### config.mk
export PLATFORM = sky130hd
export DESIGN_NAME = branch_resolve_unit_flat
export DESIGN_NICKNAME = d
export VERILOG_FILES = /design/src/rtl/branch_resolve_unit_if.sv /design/src/rtl/branch_resolve_unit.sv /design/src/flat_wrapper.sv
export SDC_FILE = /design/constraint.sdc
export NUM_CORES = 1
export LEC_CHECK = 0
export CORE_MARGIN = 2
export CORE_UTILIZATION = 33
export DETAILED_ROUTE_END_ITERATION = 8
export PLACE_DENSITY_LB_ADDON = 0.3
export SLEW_MARGIN = 20
export SYNTH_ARGS = -nofsm -noshare
export SYNTH_HDL_FRONTEND = slang
export SYNTH_SLANG_ARGS = --single-unit
### constraint.sdc
create_clock -name CLK -period 4.05 [get_ports CLK]
set_clock_uncertainty 0.05 [all_clocks]
set_input_delay 0.405 -clock CLK [delete_from_list [all_inputs] [get_ports CLK]]
set_output_delay 0.405 -clock CLK [all_outputs]
set_load 0.05 [all_outputs]
### src/rtl/branch_resolve_unit_if.sv
// rtl/branch_resolve_unit_if.sv - prediction, resolution and redirect/update bundle
interface branch_resolve_unit_if #(
  parameter int CNT_W = 32
);
  logic              Pred_valid;
  logic              Pred_taken;
  logic [31:0]       Pred_target;
  logic [31:0]       Pred_pc;
  logic              Res_valid;
  logic              Res_taken;
  logic [31:0]       Res_target;
  logic [31:0]       Res_pc;
  logic              FLUSH;
  logic              Redirect_valid;
  logic [31:0]       Redirect_addr;
  logic              Update_valid;
  logic              Branch_resolved;
  logic [31:0]       Branch_resolved_addr;
  logic [31:0]       Branch_addr;
  logic [CNT_W-1:0]  Branch_count;
  logic [CNT_W-1:0]  Mispredict_count;
  logic              Overflow;

  modport master (
    output Pred_valid, Pred_taken, Pred_target, Pred_pc,
    output Res_valid, Res_taken, Res_target, Res_pc,
    input  FLUSH, Redirect_valid, Redirect_addr, Update_valid,
    input  Branch_resolved, Branch_resolved_addr, Branch_addr,
    input  Branch_count, Mispredict_count, Overflow
  );

  modport slave (
    input  Pred_valid, Pred_taken, Pred_target, Pred_pc,
    input  Res_valid, Res_taken, Res_target, Res_pc,
    output FLUSH, Redirect_valid, Redirect_addr, Update_valid,
    output Branch_resolved, Branch_resolved_addr, Branch_addr,
    output Branch_count, Mispredict_count, Overflow
  );
endinterface

### src/rtl/branch_resolve_unit.sv
// rtl/branch_resolve_unit.sv - in-flight prediction queue, mispredict detection, flush and predictor update
module branch_resolve_unit #(
  parameter int DEPTH        = 4,
  parameter int FLUSH_CYCLES = 2,
  parameter int CNT_W        = 32
) (
  input  logic                 CLK,
  input  logic                 RESET,
  branch_resolve_unit_if.slave bus
);
  localparam int PW = $clog2(DEPTH);
  localparam int OW = PW + 1;
  localparam int FW = (FLUSH_CYCLES > 1) ? $clog2(FLUSH_CYCLES) : 1;

  typedef enum logic {NORMAL, FLUSHING} state_t;

  state_t            state, state_next;
  logic [FW-1:0]     fcnt, fcnt_next;

  logic              q_taken  [DEPTH];
  logic [31:0]       q_target [DEPTH];
  logic [31:0]       q_pc     [DEPTH];
  logic [PW-1:0]     head, tail;
  logic [OW-1:0]     occ;

  logic              empty, full;
  logic              accept_res, mispredict, pc_mismatch;
  logic              do_pop, do_push, push_drop;

  logic              flush_r, redirect_valid_r, update_valid_r, resolved_r, ovf_r;
  logic [31:0]       redirect_addr_r, resolved_addr_r, branch_addr_r;
  logic [CNT_W-1:0]  bcnt, mcnt;

  assign empty = (occ == '0);
  assign full  = (occ == OW'(DEPTH));

  always_ff @(posedge CLK) begin
    if (!RESET) begin
      state <= NORMAL;
      fcnt  <= '0;
    end else begin
      state <= state_next;
      fcnt  <= fcnt_next;
    end
  end

  // Head is compared before this edge's push lands, so a same-edge push never satisfies a pop.
  always_comb begin
    state_next  = state;
    fcnt_next   = fcnt;
    accept_res  = 1'b0;
    mispredict  = 1'b0;
    pc_mismatch = 1'b0;
    do_pop      = 1'b0;
    do_push     = 1'b0;
    push_drop   = 1'b0;
    case (state)
      NORMAL: begin
        accept_res = bus.Res_valid;
        if (bus.Res_valid) begin
          if (empty) begin
            mispredict = 1'b1;
          end else begin
            do_pop      = 1'b1;
            pc_mismatch = (q_pc[head] != bus.Res_pc);
            mispredict  = pc_mismatch
                       || (q_taken[head] != bus.Res_taken)
                       || (bus.Res_taken && (q_target[head] != bus.Res_target));
          end
        end
        if (bus.Pred_valid) begin
          if (!full || do_pop) do_push   = 1'b1;
          else                 push_drop = 1'b1;
        end
        if (mispredict) begin
          state_next = FLUSHING;
          fcnt_next  = FW'(FLUSH_CYCLES - 1);
        end
      end
      FLUSHING: begin
        if (fcnt == '0) state_next = NORMAL;
        else            fcnt_next  = fcnt - FW'(1);
      end
      default: state_next = NORMAL;
    endcase
  end

  always_ff @(posedge CLK) begin
    if (do_push) begin
      q_taken[tail]  <= bus.Pred_taken;
      q_target[tail] <= bus.Pred_target;
      q_pc[tail]     <= bus.Pred_pc;
    end
  end

  // A mispredict discards everything in flight, including any push on the same edge.
  always_ff @(posedge CLK) begin
    if (!RESET || mispredict) begin
      head <= '0;
      tail <= '0;
      occ  <= '0;
    end else begin
      if (do_push) tail <= tail + PW'(1);
      if (do_pop)  head <= head + PW'(1);
      case ({do_push, do_pop})
        2'b10:   occ <= occ + OW'(1);
        2'b01:   occ <= occ - OW'(1);
        default: occ <= occ;
      endcase
    end
  end

  always_ff @(posedge CLK) begin
    if (!RESET) begin
      flush_r          <= 1'b0;
      redirect_valid_r <= 1'b0;
      update_valid_r   <= 1'b0;
      resolved_r       <= 1'b0;
      ovf_r            <= 1'b0;
      redirect_addr_r  <= '0;
      resolved_addr_r  <= '0;
      branch_addr_r    <= '0;
      bcnt             <= '0;
      mcnt             <= '0;
    end else begin
      flush_r          <= (state_next == FLUSHING);
      redirect_valid_r <= mispredict;
      update_valid_r   <= accept_res;
      if (accept_res) begin
        resolved_r      <= bus.Res_taken;
        resolved_addr_r <= bus.Res_target;
        branch_addr_r   <= bus.Res_pc;
        if (bcnt != '1) bcnt <= bcnt + CNT_W'(1);
      end
      if (mispredict) begin
        redirect_addr_r <= bus.Res_taken ? bus.Res_target : bus.Res_pc + 32'd8;
        if (mcnt != '1) mcnt <= mcnt + CNT_W'(1);
      end
      if (push_drop || pc_mismatch) ovf_r <= 1'b1;
    end
  end

  assign bus.FLUSH                = flush_r;
  assign bus.Redirect_valid       = redirect_valid_r;
  assign bus.Redirect_addr        = redirect_addr_r;
  assign bus.Update_valid         = update_valid_r;
  assign bus.Branch_resolved      = resolved_r;
  assign bus.Branch_resolved_addr = resolved_addr_r;
  assign bus.Branch_addr          = branch_addr_r;
  assign bus.Branch_count         = bcnt;
  assign bus.Mispredict_count     = mcnt;
  assign bus.Overflow             = ovf_r;
endmodule

### src/flat_wrapper.sv
// flat-port wrapper written by rule: the top's interface ports become plain ports
module branch_resolve_unit_flat 
#(
  parameter int DEPTH        = 4,
  parameter int FLUSH_CYCLES = 2,
  parameter int CNT_W        = 32
)
  (CLK, RESET, bus_Pred_valid, bus_Pred_taken, bus_Pred_target, bus_Pred_pc, bus_Res_valid, bus_Res_taken, bus_Res_target, bus_Res_pc, bus_FLUSH, bus_Redirect_valid, bus_Redirect_addr, bus_Update_valid, bus_Branch_resolved, bus_Branch_resolved_addr, bus_Branch_addr, bus_Branch_count, bus_Mispredict_count, bus_Overflow);
  branch_resolve_unit_if #(.CNT_W(CNT_W)) bus_i ();
  input  logic CLK;
  input  logic RESET;
  input wire logic [$bits(bus_i.Pred_valid)-1:0] bus_Pred_valid;
  input wire logic [$bits(bus_i.Pred_taken)-1:0] bus_Pred_taken;
  input wire logic [$bits(bus_i.Pred_target)-1:0] bus_Pred_target;
  input wire logic [$bits(bus_i.Pred_pc)-1:0] bus_Pred_pc;
  input wire logic [$bits(bus_i.Res_valid)-1:0] bus_Res_valid;
  input wire logic [$bits(bus_i.Res_taken)-1:0] bus_Res_taken;
  input wire logic [$bits(bus_i.Res_target)-1:0] bus_Res_target;
  input wire logic [$bits(bus_i.Res_pc)-1:0] bus_Res_pc;
  output wire logic [$bits(bus_i.FLUSH)-1:0] bus_FLUSH;
  output wire logic [$bits(bus_i.Redirect_valid)-1:0] bus_Redirect_valid;
  output wire logic [$bits(bus_i.Redirect_addr)-1:0] bus_Redirect_addr;
  output wire logic [$bits(bus_i.Update_valid)-1:0] bus_Update_valid;
  output wire logic [$bits(bus_i.Branch_resolved)-1:0] bus_Branch_resolved;
  output wire logic [$bits(bus_i.Branch_resolved_addr)-1:0] bus_Branch_resolved_addr;
  output wire logic [$bits(bus_i.Branch_addr)-1:0] bus_Branch_addr;
  output wire logic [$bits(bus_i.Branch_count)-1:0] bus_Branch_count;
  output wire logic [$bits(bus_i.Mispredict_count)-1:0] bus_Mispredict_count;
  output wire logic [$bits(bus_i.Overflow)-1:0] bus_Overflow;
  assign bus_i.Pred_valid = bus_Pred_valid;
  assign bus_i.Pred_taken = bus_Pred_taken;
  assign bus_i.Pred_target = bus_Pred_target;
  assign bus_i.Pred_pc = bus_Pred_pc;
  assign bus_i.Res_valid = bus_Res_valid;
  assign bus_i.Res_taken = bus_Res_taken;
  assign bus_i.Res_target = bus_Res_target;
  assign bus_i.Res_pc = bus_Res_pc;
  assign bus_FLUSH = bus_i.FLUSH;
  assign bus_Redirect_valid = bus_i.Redirect_valid;
  assign bus_Redirect_addr = bus_i.Redirect_addr;
  assign bus_Update_valid = bus_i.Update_valid;
  assign bus_Branch_resolved = bus_i.Branch_resolved;
  assign bus_Branch_resolved_addr = bus_i.Branch_resolved_addr;
  assign bus_Branch_addr = bus_i.Branch_addr;
  assign bus_Branch_count = bus_i.Branch_count;
  assign bus_Mispredict_count = bus_i.Mispredict_count;
  assign bus_Overflow = bus_i.Overflow;
  branch_resolve_unit #(.DEPTH(DEPTH), .FLUSH_CYCLES(FLUSH_CYCLES), .CNT_W(CNT_W)) u_core (.CLK(CLK), .RESET(RESET), .bus(bus_i));
endmodule
==> run_results.csv, run 1 <==
group,metric,value,unit
global_route,track_usage,18.81,%
worst_setup_path,critPathSlowestCell,"mux4_2",
worst_setup_path,slowest_delay,570,ps
worst_setup_path,required,4450,ps
yosys,ys_types,46,
global_route,grtUsageMet3,5.354,%
routing,drt-pass1-iter-count,7,
timing,rsz0062_at_grt,"false",
worst_setup_path,worstSetupEndpoint,"u_core.bus.Mispredict_count[26]",
routing,drtIter0Drc,778,
yosys,yosys_warnings,0,
yosys,ys_ff_latch,435,
run,drv_cap,0,
die,die_area,0.05634,sq mm
worst_setup_path,critPathBufInv,2,
cells_and_area,drive_above_1_share,10.67,%
worst_setup_path,start_kind,"flip-flop",
timing,max_freq,0.2742,GHz
power,p_per_area,444.0,mW/mm^2
cts,cts_buffers,47,
yosys,syn_area,0.01797,sq mm
yosys,avgSynthCellArea,12.79,sq um
routing,drc,0,
timing,slew-limit-headroom,43.75,%
timing,hold_violations,0,
timing,finalSetupTns,0,ps
worst_setup_path,cp.depth,10,
worst_setup_path,r2r_slack,400,ps
outcome,status,"finished clean",
worst_setup_path,r2r_end,"u_core.bus.Mispredict_count[26]",
routing,vias_per_cell,5.025,
cts,clk_latency,580,ps
die,start_util,33.39,%
global_route,grt_max_degree,92,
yosys,synth_cells,1405,
cts,htree_levels,2,
cts,clkTransAtPathRegs,60,ps
die,die_height,237.4,microns
routing,vias,12280,
worst_setup_path,critPathArrivalTime,4040,ps
die,coreArea,0.05381,sq mm
global_route,top_usage_layer,"met2",
die,rows,85,
die,die_w,237.4,microns
timing,finalCritPeriodShare,90.04,%
yosys,syn_nets,1548,
timing,slew_violations,0,
global_route,grt_util_met1,24.53,%
yosys,ys_seq_area_share,62.94,%
power,power.total,10.38,mW
timing,tightest_slew,843.8,ps
timing,setup_viol_count_final,0,
routing,routed_wl,53.60,mm
worst_setup_path,crit_fanout,47,
cts,cts_root_buffer,"clkbuf_16",
cells_and_area,layout_common_cells,"clkdlybuf4s50_1, edfxtp_1, nand2_1",
power,peakVddDrop,0.3021,mV
worst_setup_path,critical_path_class,"flip-flop to flip-flop",
hold_path,hold_class,"flip-flop to flip-flop",
place,place_congestion,0.8247,
global_route,grt_pass1_wl,78.47,mm
global_route,overflow,0,
global_route,antenna_found_initial,10,
global_route,grtUsageMet2,30.53,%
worst_setup_path,cp_top_family,"simple AND/OR/NAND/NOR gates",
global_route,grt_pass1_vias,12130,
cts,ctsLongestPathBuffers,3,
routing,ant_nets,0,
worst_setup_path,cp-end-kind,"flip-flop",
place,dp_hpwl,37.34,mm
worst_setup_path,cp_cell_sequence,"buf_12 > mux4_2 > xnor2_1 > nand4_1 > nor4_2 > nand3b_1 > o21ai_4 > buf_4 > nor4_1 > mux2i_1",
die,ios,299,
yosys,ys.flop_type,"edfxtp_1",
cts,cts_sinks,435,
timing,min_period,3647,ps
cts,hold_buffers,0,
yosys,async_flop_share,0,%
cts,postCtsSetupRepairBufs,0,
place,io_buffers,298,
power,p_leak,7.684,nW
yosys,synth_edf_count,260,
cts,cts_tree,"built",
routing,drt-wirelength-per-cell,21.94,microns
worst_setup_path,r2r_cells,10,
cts,cts_resized,0,
cells_and_area,syn_to_final_growth,30.17,%
cells_and_area,num-nets-final,1850,
cells_and_area,final_common_cell,"clkdlybuf4s50_1",
kinds of logic (layout without fill, tap and decap cells):
group | count (synthesis) | in the layout | share of synthesized area [%]
fa+ha+maj | 9 | 9 | 0.6685
simple gates | 477 | 477 | 12.38
other cells | 0 | 3 | 0
flops | 435 | 435 | 62.94
buf+inv | 97 | 436 | 2.479
xor+xnor | 128 | 128 | 6.239
mux | 112 | 112 | 10.79
compound gates | 147 | 147 | 4.498
area by class of cell:
| class | count | area, sq um |
|---|---|---|
| tap | 696 | 870.8 |
| antenna | 3 | 7.507 |
| timing repair buffer | 334 | 3361 |
| inverter | 16 | 62.56 |
| clock inverter | 15 | 160.2 |
| sequential | 435 | 11320 |
| multi-input combinational | 873 | 6245 |
| clock buffer | 71 | 1369 |
| fill | 4975 | 30420 |
synthesized netlist by cell type, types with 3 or more instances:
library cell | count | area, sq um
o21ai_0 | 30 | 150.1
buf_2 | 8 | 40.04
nor2_1 | 94 | 352.8
edfxtp_1 | 260 | 7807
and3_1 | 10 | 62.56
nand2b_1 | 19 | 118.9
o31ai_1 | 13 | 97.59
o21ai_1 | 5 | 25.02
nand3_1 | 33 | 165.2
and4_1 | 6 | 52.55
or4_1 | 9 | 67.56
a21oi_1 | 85 | 425.4
buf_6 | 5 | 56.30
buf_1 | 3 | 11.26
inv_1 | 15 | 56.30
nand2_1 | 208 | 780.8
nand4_1 | 41 | 256.5
mux4_2 | 65 | 1464
xor2_1 | 36 | 315.3
dfxtp_1 | 175 | 3503
xnor2_1 | 92 | 805.8
and2_1 | 18 | 112.6
nor4_1 | 9 | 56.30
nor2b_1 | 4 | 25.02
ha_1 | 8 | 100.1
nor3_1 | 9 | 45.04
mux2i_1 | 43 | 430.4
buf_4 | 9 | 67.56
mux2_2 | 4 | 45.04
or3_1 | 8 | 50.05
o211ai_1 | 5 | 37.54
clkbuf_1 | 56 | 210.2
metrics by stage:
| step | instances | utilization, % | hold slack (ps) | setup slack [ps] | area [sq um] |
|---|---|---|---|---|---|
| floorplan | 1405 | - | 386.8 | 956.6 | 17970 |
| global placement | 2354 | 40.61 | 391.8 | 452.6 | 21850 |
| detailed placement | 2354 | 40.61 | 397.1 | 399.1 | 21850 |
| CTS | 2440 | 43.45 | 384.4 | 367.9 | 23380 |
| global route | 2442 | 43.46 | 415.8 | 168.9 | 23390 |
| finish | 2443 | 43.47 | 402.9 | 403.5 | 23390 |
power by group:
group          total, mW  switching [mW]  internal [mW]  leakage (nW)
clock               4.29            1.77           2.52         0.745
combinational       1.19           0.719          0.470          3.13
sequential          4.91          0.0638           4.84          3.81
registers in the layout (all words and copies together) (netlist names), 3 cells and up, named ones only:
| register | cells |
|---|---|
| u_core.bus.Redirect_addr | 32 |
| u_core.occ | 3 |
| u_core.bus.Mispredict_count | 32 |
| u_core.q_target | 128 |
| u_core.bus.Branch_resolved_addr | 32 |
| u_core.bus.Branch_addr | 32 |
| u_core.q_pc | 128 |
| u_core.q_taken | 4 |
| u_core.bus.Branch_count | 32 |
per-layer routing:
layer / wire (microns) / share of wire (%) / up-vias
met5: 104 / 0.19 / -
met4: 1199 / 2.2 / 16
met2: 25440 / 47 / 372
met3: 4030 / 7.5 / 84
li1: - / - / 5718
met1: 22820 / 43 / 6087
worst reg2reg max path, delay by kind of cell, from the launching register on:
family                    cells  cell delay (ps)
AOI/OAI and AO/OA             1              300
xor gates and xnor gates      1              160
buffers and inverters         2              700
DFF                           1              360
muxes                         2              820
and+or+nand+nor               4             1130
how the worst min path moves through the flow:
stage	slack [ps]	from	to	cells after the start
after global placement	390	u_core.bus.Branch_resolved_addr[20]	u_core.bus.Branch_resolved_addr[20]	2
after detailed placement	400	u_core.bus.Branch_resolved_addr[20]	u_core.bus.Branch_resolved_addr[20]	2
after floorplan	390	u_core.fcnt	u_core.bus.FLUSH	2
final	400	u_core.bus.Branch_resolved_addr[20]	u_core.bus.Branch_resolved_addr[20]	2
after global routing	420	bus_Pred_target[20]	u_core.q_target[1][20]	1
after CTS	380	bus_Pred_target[7]	u_core.q_target[3][7]	1
Power figures use the tool's default switching activity.
==> run 2, diff against run 1 <==
--- a/config.mk
+++ b/config.mk
@@ -5,9 +5,11 @@
 export SDC_FILE = /design/constraint.sdc
 export NUM_CORES = 1
 export LEC_CHECK = 0
+export ABC_CLOCK_PERIOD_IN_PS = 4050
 export CORE_MARGIN = 2
 export CORE_UTILIZATION = 33
 export DETAILED_ROUTE_END_ITERATION = 8
+export GPL_TIMING_DRIVEN = 0
 export PLACE_DENSITY_LB_ADDON = 0.3
 export SLEW_MARGIN = 20
 export SYNTH_ARGS = -nofsm -noshare
==> run 2 against run 1 <==
  * Wire length up 7.4%
  * Critical path depth up 2
  * Register-to-register slack worse by 170 ps
  * Via count up 2.6%
  * Largest power group unchanged
  * Largest cell class unchanged
  * Clock-buffer cell count down 16
  * Non-clock buffer count up 40
  * Setup slack worse by 170 ps
  * Cell count up 1.7%
  * Power up 3.6%
  * Worst hold slack worse by 220 ps
==> run_results.csv, run 2 (synthesized netlist as in run 1, its figures left out) <==
group,metric,value,unit
outcome,status,"finished clean",
cells_and_area,antenna_cells,0,
cells_and_area,num-nets-final,1891,
hold_path,hold_class,"input port to flip-flop",
timing,setup_viol_count_final,0,
cts,cts_root_buffer,"clkbuf_16",
die,start_util,33.39,%
routing,drt-wirelength-per-cell,23.18,microns
cts,ctsLongestPathBuffers,3,
timing,tightest_slew,1076,ps
timing,finalSetupTns,0,ps
die,die_area,0.05634,sq mm
global_route,grt_pass1_wl,82.83,mm
routing,routed_wl,57.57,mm
routing,drt-pass1-iter-count,5,
cells_and_area,fin_area,0.02357,sq mm
run,drv_cap,0,
die,coreArea,0.05381,sq mm
cts,clkTransAtPathRegs,60,ps
global_route,top_usage_layer,"met2",
place,dp_hpwl,42.57,mm
place,place_congestion,0.8673,
global_route,grt_max_degree,43,
cts,cts_tree,"built",
worst_setup_path,required,4430,ps
worst_setup_path,cp-end-kind,"flip-flop",
die,die_height,237.4,microns
timing,rsz0062_at_grt,"false",
routing,drc,0,
cts,postCtsSetupRepairBufs,0,
routing,drtIter0Drc,891,
cts,cts_sinks,435,
cts,cts_buffers,48,
cts,clk_latency,580,ps
global_route,track_usage,20.23,%
global_route,grtUsageMet2,33.69,%
cells_and_area,final_common_cell,"clkdlybuf4s50_1",
timing,finalCritPeriodShare,94.36,%
worst_setup_path,slowest_delay,570,ps
die,rows,85,
worst_setup_path,crit_fanout,10,
die,die_w,237.4,microns
power,peakVddDrop,0.2667,mV
cts,htree_levels,2,
die,ios,299,
global_route,overflow,0,
power,power.total,10.75,mW
cts,hold_buffers,0,
timing,slew_violations,0,
place,placed_cell_area,0.02185,sq mm
global_route,grt_util_met1,26.24,%
cells_and_area,layout_common_cells,"clkdlybuf4s50_1, edfxtp_1, nand2_1",
cells_and_area,layout.filler_cells,4968,
place,io_buffers,289,
timing,min_period,3821,ps
cells_and_area,syn_to_final_growth,31.17,%
power,p_leak,7.774,nW
worst_setup_path,critPathArrivalTime,4200,ps
timing,slew-limit-headroom,27.63,%
timing,hold_violations,0,
timing,max_freq,0.2617,GHz
routing,vias,12600,
routing,ant_nets,0,
worst_setup_path,cp_cell_sequence,"buf_6 > buf_6 > mux4_2 > xnor2_1 > nand4_1 > nor3_1 > a31oi_1 > o21ai_1 > buf_4 > buf_4 > mux2i_1 > nor2_1",
worst_setup_path,critical_path_class,"flip-flop to flip-flop",
global_route,grtUsageMet3,4.877,%
global_route,antenna_found_initial,5,
global_route,grt_pass1_vias,12550,
cells_and_area,drive_above_1_share,10.18,%
cells_and_area,top_regs,"u_core.q_pc x128, u_core.q_target x128",
worst_setup_path,start_kind,"flip-flop",
worst_setup_path,critPathSlowestCell,"mux4_2",
power,p_per_area,456.2,mW/mm^2
routing,vias_per_cell,5.070,
[run 2: cell types whose count changed in the layout (fill, tap and decap cells not counted), sizes merged]
cell	previous run	this run
diode	3	0
inv	17	20
clkbuf	71	114
buf	37	26
clkinv	10	20
bufinv	3	8
clkinvlp	1	3
clkdlybuf4s50	297	289
[run 2: final timing paths]
check                                                from  slack [ps]  depth (start not counted)                            to
worst max-delay path                            flip-flop         230                         12  u_core.bus.Redirect_addr[27]
worst min-delay path                       bus_Res_pc[10]         180                          3    u_core.bus.Branch_addr[10]
worst max register to register                  flip-flop         230                         12  u_core.bus.Redirect_addr[27]
worst min register to register  u_core.bus.Branch_addr[6]         410                          2     u_core.bus.Branch_addr[6]
[run 2: cell type report]
type                            count  area [sq um]  share of cell area [%]
Clock inverter                     35         400.4                   1.699
Sequential cell                   435         11310                   47.99
Clock buffer                       55          1270                   5.388
Tap cell                          696         870.8                   3.694
Inverter                           16         60.06                  0.2548
Timing Repair Buffer              293          3003                   12.74
Buffer                             81         392.9                   1.667
Multi-Input combinational cell    873          6264                   26.57
[run 2: layer usage]
metal	vias up	routed length (microns)
met3	84	4059
met5	-	46
met1	6256	24480
met4	8	1225
li1	5799	-
met2	448	27750
[run 2: power breakdown]
| part | switching (mW) | total (mW) | leakage [nW] | internal (mW) |
|---|---|---|---|---|
| Combinational | 0.758 | 1.22 | 3.15 | 0.465 |
| Sequential | 0.0690 | 4.91 | 3.80 | 4.84 |
| Clock | 1.84 | 4.62 | 0.817 | 2.78 |
| Total | 2.67 | 10.8 | 7.77 | 8.08 |
[run 2: stage by stage]
stage / worst slack (ps) / cells / util, % / hold slack, ps
floorplan: 956.6 / 1405 / - / 386.8
detailed placement: -71.57 / 2394 / 40.61 / 398.5
finish: 228.6 / 2484 / 43.80 / 180.7
global placement: -928.0 / 2390 / 40.39 / 391.9
global route: 0.1426 / 2484 / 43.80 / 190.6
CTS: 23.01 / 2484 / 43.74 / 135.8
[run 2: worst max-delay path, delay by kind of cell (launching register included)]
kind / cells / cell delay [ps]
buffers and inverters: 4 / 990
multiplexers: 2 / 790
XOR/XNOR: 1 / 230
AO/OA/AOI/OAI: 2 / 570
flip-flops: 1 / 340
AND/OR/NAND/NOR: 3 / 680
[run 2: timing repair]
action / in CTS / in global routing
resized for setup: 2 / 6
endpoints found under the setup margin: 37 / 23
cloned: 0 / 0
==> run 3, diff against run 2 <==
--- a/config.mk
+++ b/config.mk
@@ -7,7 +7,7 @@
 export LEC_CHECK = 0
 export ABC_CLOCK_PERIOD_IN_PS = 4050
 export CORE_MARGIN = 2
-export CORE_UTILIZATION = 33
+export CORE_UTILIZATION = 53
 export DETAILED_ROUTE_END_ITERATION = 8
 export GPL_TIMING_DRIVEN = 0
 export PLACE_DENSITY_LB_ADDON = 0.3
==> run 3 against run 2 <==
  * Global-route usage increased by 8.6 points
  * Critical path depth unchanged
  * Design area decreased by 2.2%
  * Non-clock buffer count unchanged
  * Clock power decreased by 9.1%
  * Via count increased by 1.4%
  * Worst hold slack improved by 17 ps
  * Cell count decreased by 10%
  * Register-to-register slack improved by 80 ps
  * Setup slack improved by 84 ps
  * Die area decreased by 37%
  * Fmax increased by 2.2%
  * Largest power group unchanged
==> run_results.csv, run 3 (synthesized netlist as in run 1, its figures left out) <==
group,metric,value,unit
power,p_leak,7.660,nW
timing,finalCritPeriodShare,92.28,%
worst_setup_path,critPathArrivalTime,4090,ps
routing,drtIter0Drc,1039,
die,die_w,188.1,microns
timing,hold_ws,197.3,ps
timing,setup_viol_count_final,0,
cts,ctsLongestPathBuffers,3,
routing,drt-pass1-iter-count,5,
timing,min_period,3737,ps
die,ios,299,
routing,routed_wl,50.95,mm
routing,drc,0,
cells_and_area,top_regs,"u_core.q_pc x128, u_core.q_target x128",
cells_and_area,num-nets-final,1888,
worst_setup_path,slowest_delay,540,ps
timing,tightest_slew,1068,ps
outcome,status,"finished clean",
timing,timing.final.ws_setup,312.6,ps
cells_and_area,layout_common_cells,"clkdlybuf4s50_1, edfxtp_1, nand2_1",
cells_and_area,instances_no_fill,2229,
power,seqPwrFrac,47.7,%
die,die_height,188.1,microns
global_route,grt_pass1_vias,12460,
power,internal_power,7.802,mW
place,dp_cells,2146,
cts,htree_levels,2,
power,peakVddDrop,0.4151,mV
global_route,grt_max_degree,44,
worst_setup_path,cp_cell_sequence,"buf_6 > buf_4 > mux4_2 > xnor2_1 > nand4_1 > nor4_2 > a31oi_1 > o21ai_1 > buf_4 > buf_4 > mux2i_1 > nor2_1",
timing,max_freq,0.2676,GHz
cts,postCtsSetupRepairBufs,0,
routing,ant_nets,0,
place,io_buffers,289,
power,p_per_area,446.8,mW/mm^2
routing,vias,12770,
routing,drt-wirelength-per-cell,22.86,microns
timing,rsz0062_at_grt,"false",
cts,cts_buffers,45,
worst_setup_path,crit_top_cell,"buf_4",
worst_setup_path,crit_fanout,10,
global_route,overflow,0,
worst_setup_path,critPathSlowestCell,"mux4_2",
cts,cts_root_buffer,"clkbuf_16",
power,swShare,24.29,%
power,pwr-share-clk,40.7,%
cells_and_area,final_common_cell,"clkdlybuf4s50_1",
power,p_comb_share,11.6,%
global_route,grt_pass1_wl,76.37,mm
place,dp_slack,4.701,ps
global_route,track_usage,28.82,%
die,rows,67,
worst_setup_path,cp-end-kind,"flip-flop",
die,coreArea,0.03345,sq mm
power,p_switching,2.503,mW
hold_path,hold_class,"input port to flip-flop",
timing,slew_violations,0,
die,start_util,53.72,%
worst_setup_path,critical_path_class,"flip-flop to flip-flop",
cells_and_area,syn_to_final_growth,28.33,%
cts,cts_sinks,435,
worst_setup_path,start_kind,"flip-flop",
cells_and_area,drive_above_1_share,9.725,%
cts,clkTransAtPathRegs,60,ps
cells_and_area,layout.filler_cells,2316,
cts,cts_tree,"built",
place,place_congestion,0.8926,
timing,slew-limit-headroom,28.12,%
global_route,antenna_found_initial,4,
die,die_area,0.03539,sq mm
place,dp_hpwl,36.85,mm
cts,clk_latency,540,ps
routing,vias_per_cell,5.727,
timing,hold_violations,0,
run,drv_cap,0,
worst_setup_path,required,4400,ps
==> run 3: cell types whose count changed in the layout (fill, tap and decap cells not counted), moves of 4 or more <==
cell / previous run / this run
clkbuf_8: 0 / 6
clkinv_1: 8 / 4
inv_6: 5 / 1
bufinv_16: 8 / 4
==> run 3: cell type report <==
cell class / instances / area (sq um) / share of cell area (%)
Clock buffer: 62 / 1296 / 5.621
Clock inverter: 19 / 210.2 / 0.9115
Sequential cell: 435 / 11310 / 49.05
Antenna cell: 2 / 5.005 / 0.02170
Timing Repair Buffer: 293 / 3003 / 13.02
Buffer: 81 / 385.4 / 1.671
Inverter: 16 / 60.06 / 0.2604
Multi-Input combinational cell: 873 / 6230 / 27.01
Tap cell: 448 / 560.5 / 2.431
==> run 3: worst max-delay path, delay by kind of cell (launching register included) <==
family                    cells  cell delay, ps
DFF                           1             330
muxes                         2             780
and+or+nand+nor               3             650
buffers and inverters         4             980
xor gates and xnor gates      1             300
AOI/OAI and AO/OA             2             490
==> run 3: path summary, 6_finish.rpt <==
kind | endpoint | cells past startpoint | slack [ps] | start
worst max-delay path | u_core.bus.Redirect_addr[8] | 12 | 310 | flip-flop
worst min register to register | u_core.bus.Branch_resolved_addr[28] | 2 | 400 | u_core.bus.Branch_resolved_addr[28]
worst min-delay path | u_core.bus.Branch_addr[8] | 3 | 200 | bus_Res_pc[8]
worst max register to register | u_core.bus.Redirect_addr[8] | 12 | 310 | flip-flop
==> run 3: per-layer routing <==
| layer | vias up | track usage, % | part of all wire (%) | routed length (microns) |
|---|---|---|---|---|
| li1 | 5773 | - | - | - |
| met1 | 6314 | 37.80 | 39 | 20040 |
| met2 | 576 | 48.58 | 49 | 25050 |
| met3 | 99 | 5.390 | 8.3 | 4220 |
| met4 | 4 | 9.509 | 3.2 | 1612 |
| met5 | - | 0 | 0.057 | 29 |
==> run 3: timing repair <==
action,4_1_cts,5_1_grt
endpoints found under the setup margin,10,0
hold buffers,0,0
resized for setup,1,0
==> run 3: power by group through the flow <==
stage	combinational [mW]	clock, mW	sequential [mW]
after CTS	1.19	4.23	4.91
after global placement	1.15	0	5.01
after global routing	1.26	4.42	4.92
after detailed placement	1.19	0	5.00
after floorplan	0.450	0	5.22
final	1.19	4.20	4.91
==> run 3: stage by stage <==
stage	util (%)	area [sq um]	TNS [ps]	power, mW
after CTS	68.93	23060	0	10.33
after global placement	64.05	21420	-202410	6.160
after floorplan	-	17970	0	5.669
after detailed placement	64.41	21540	0	6.192
after global routing	68.94	23060	0	10.60
final	68.94	23060	0	10.30
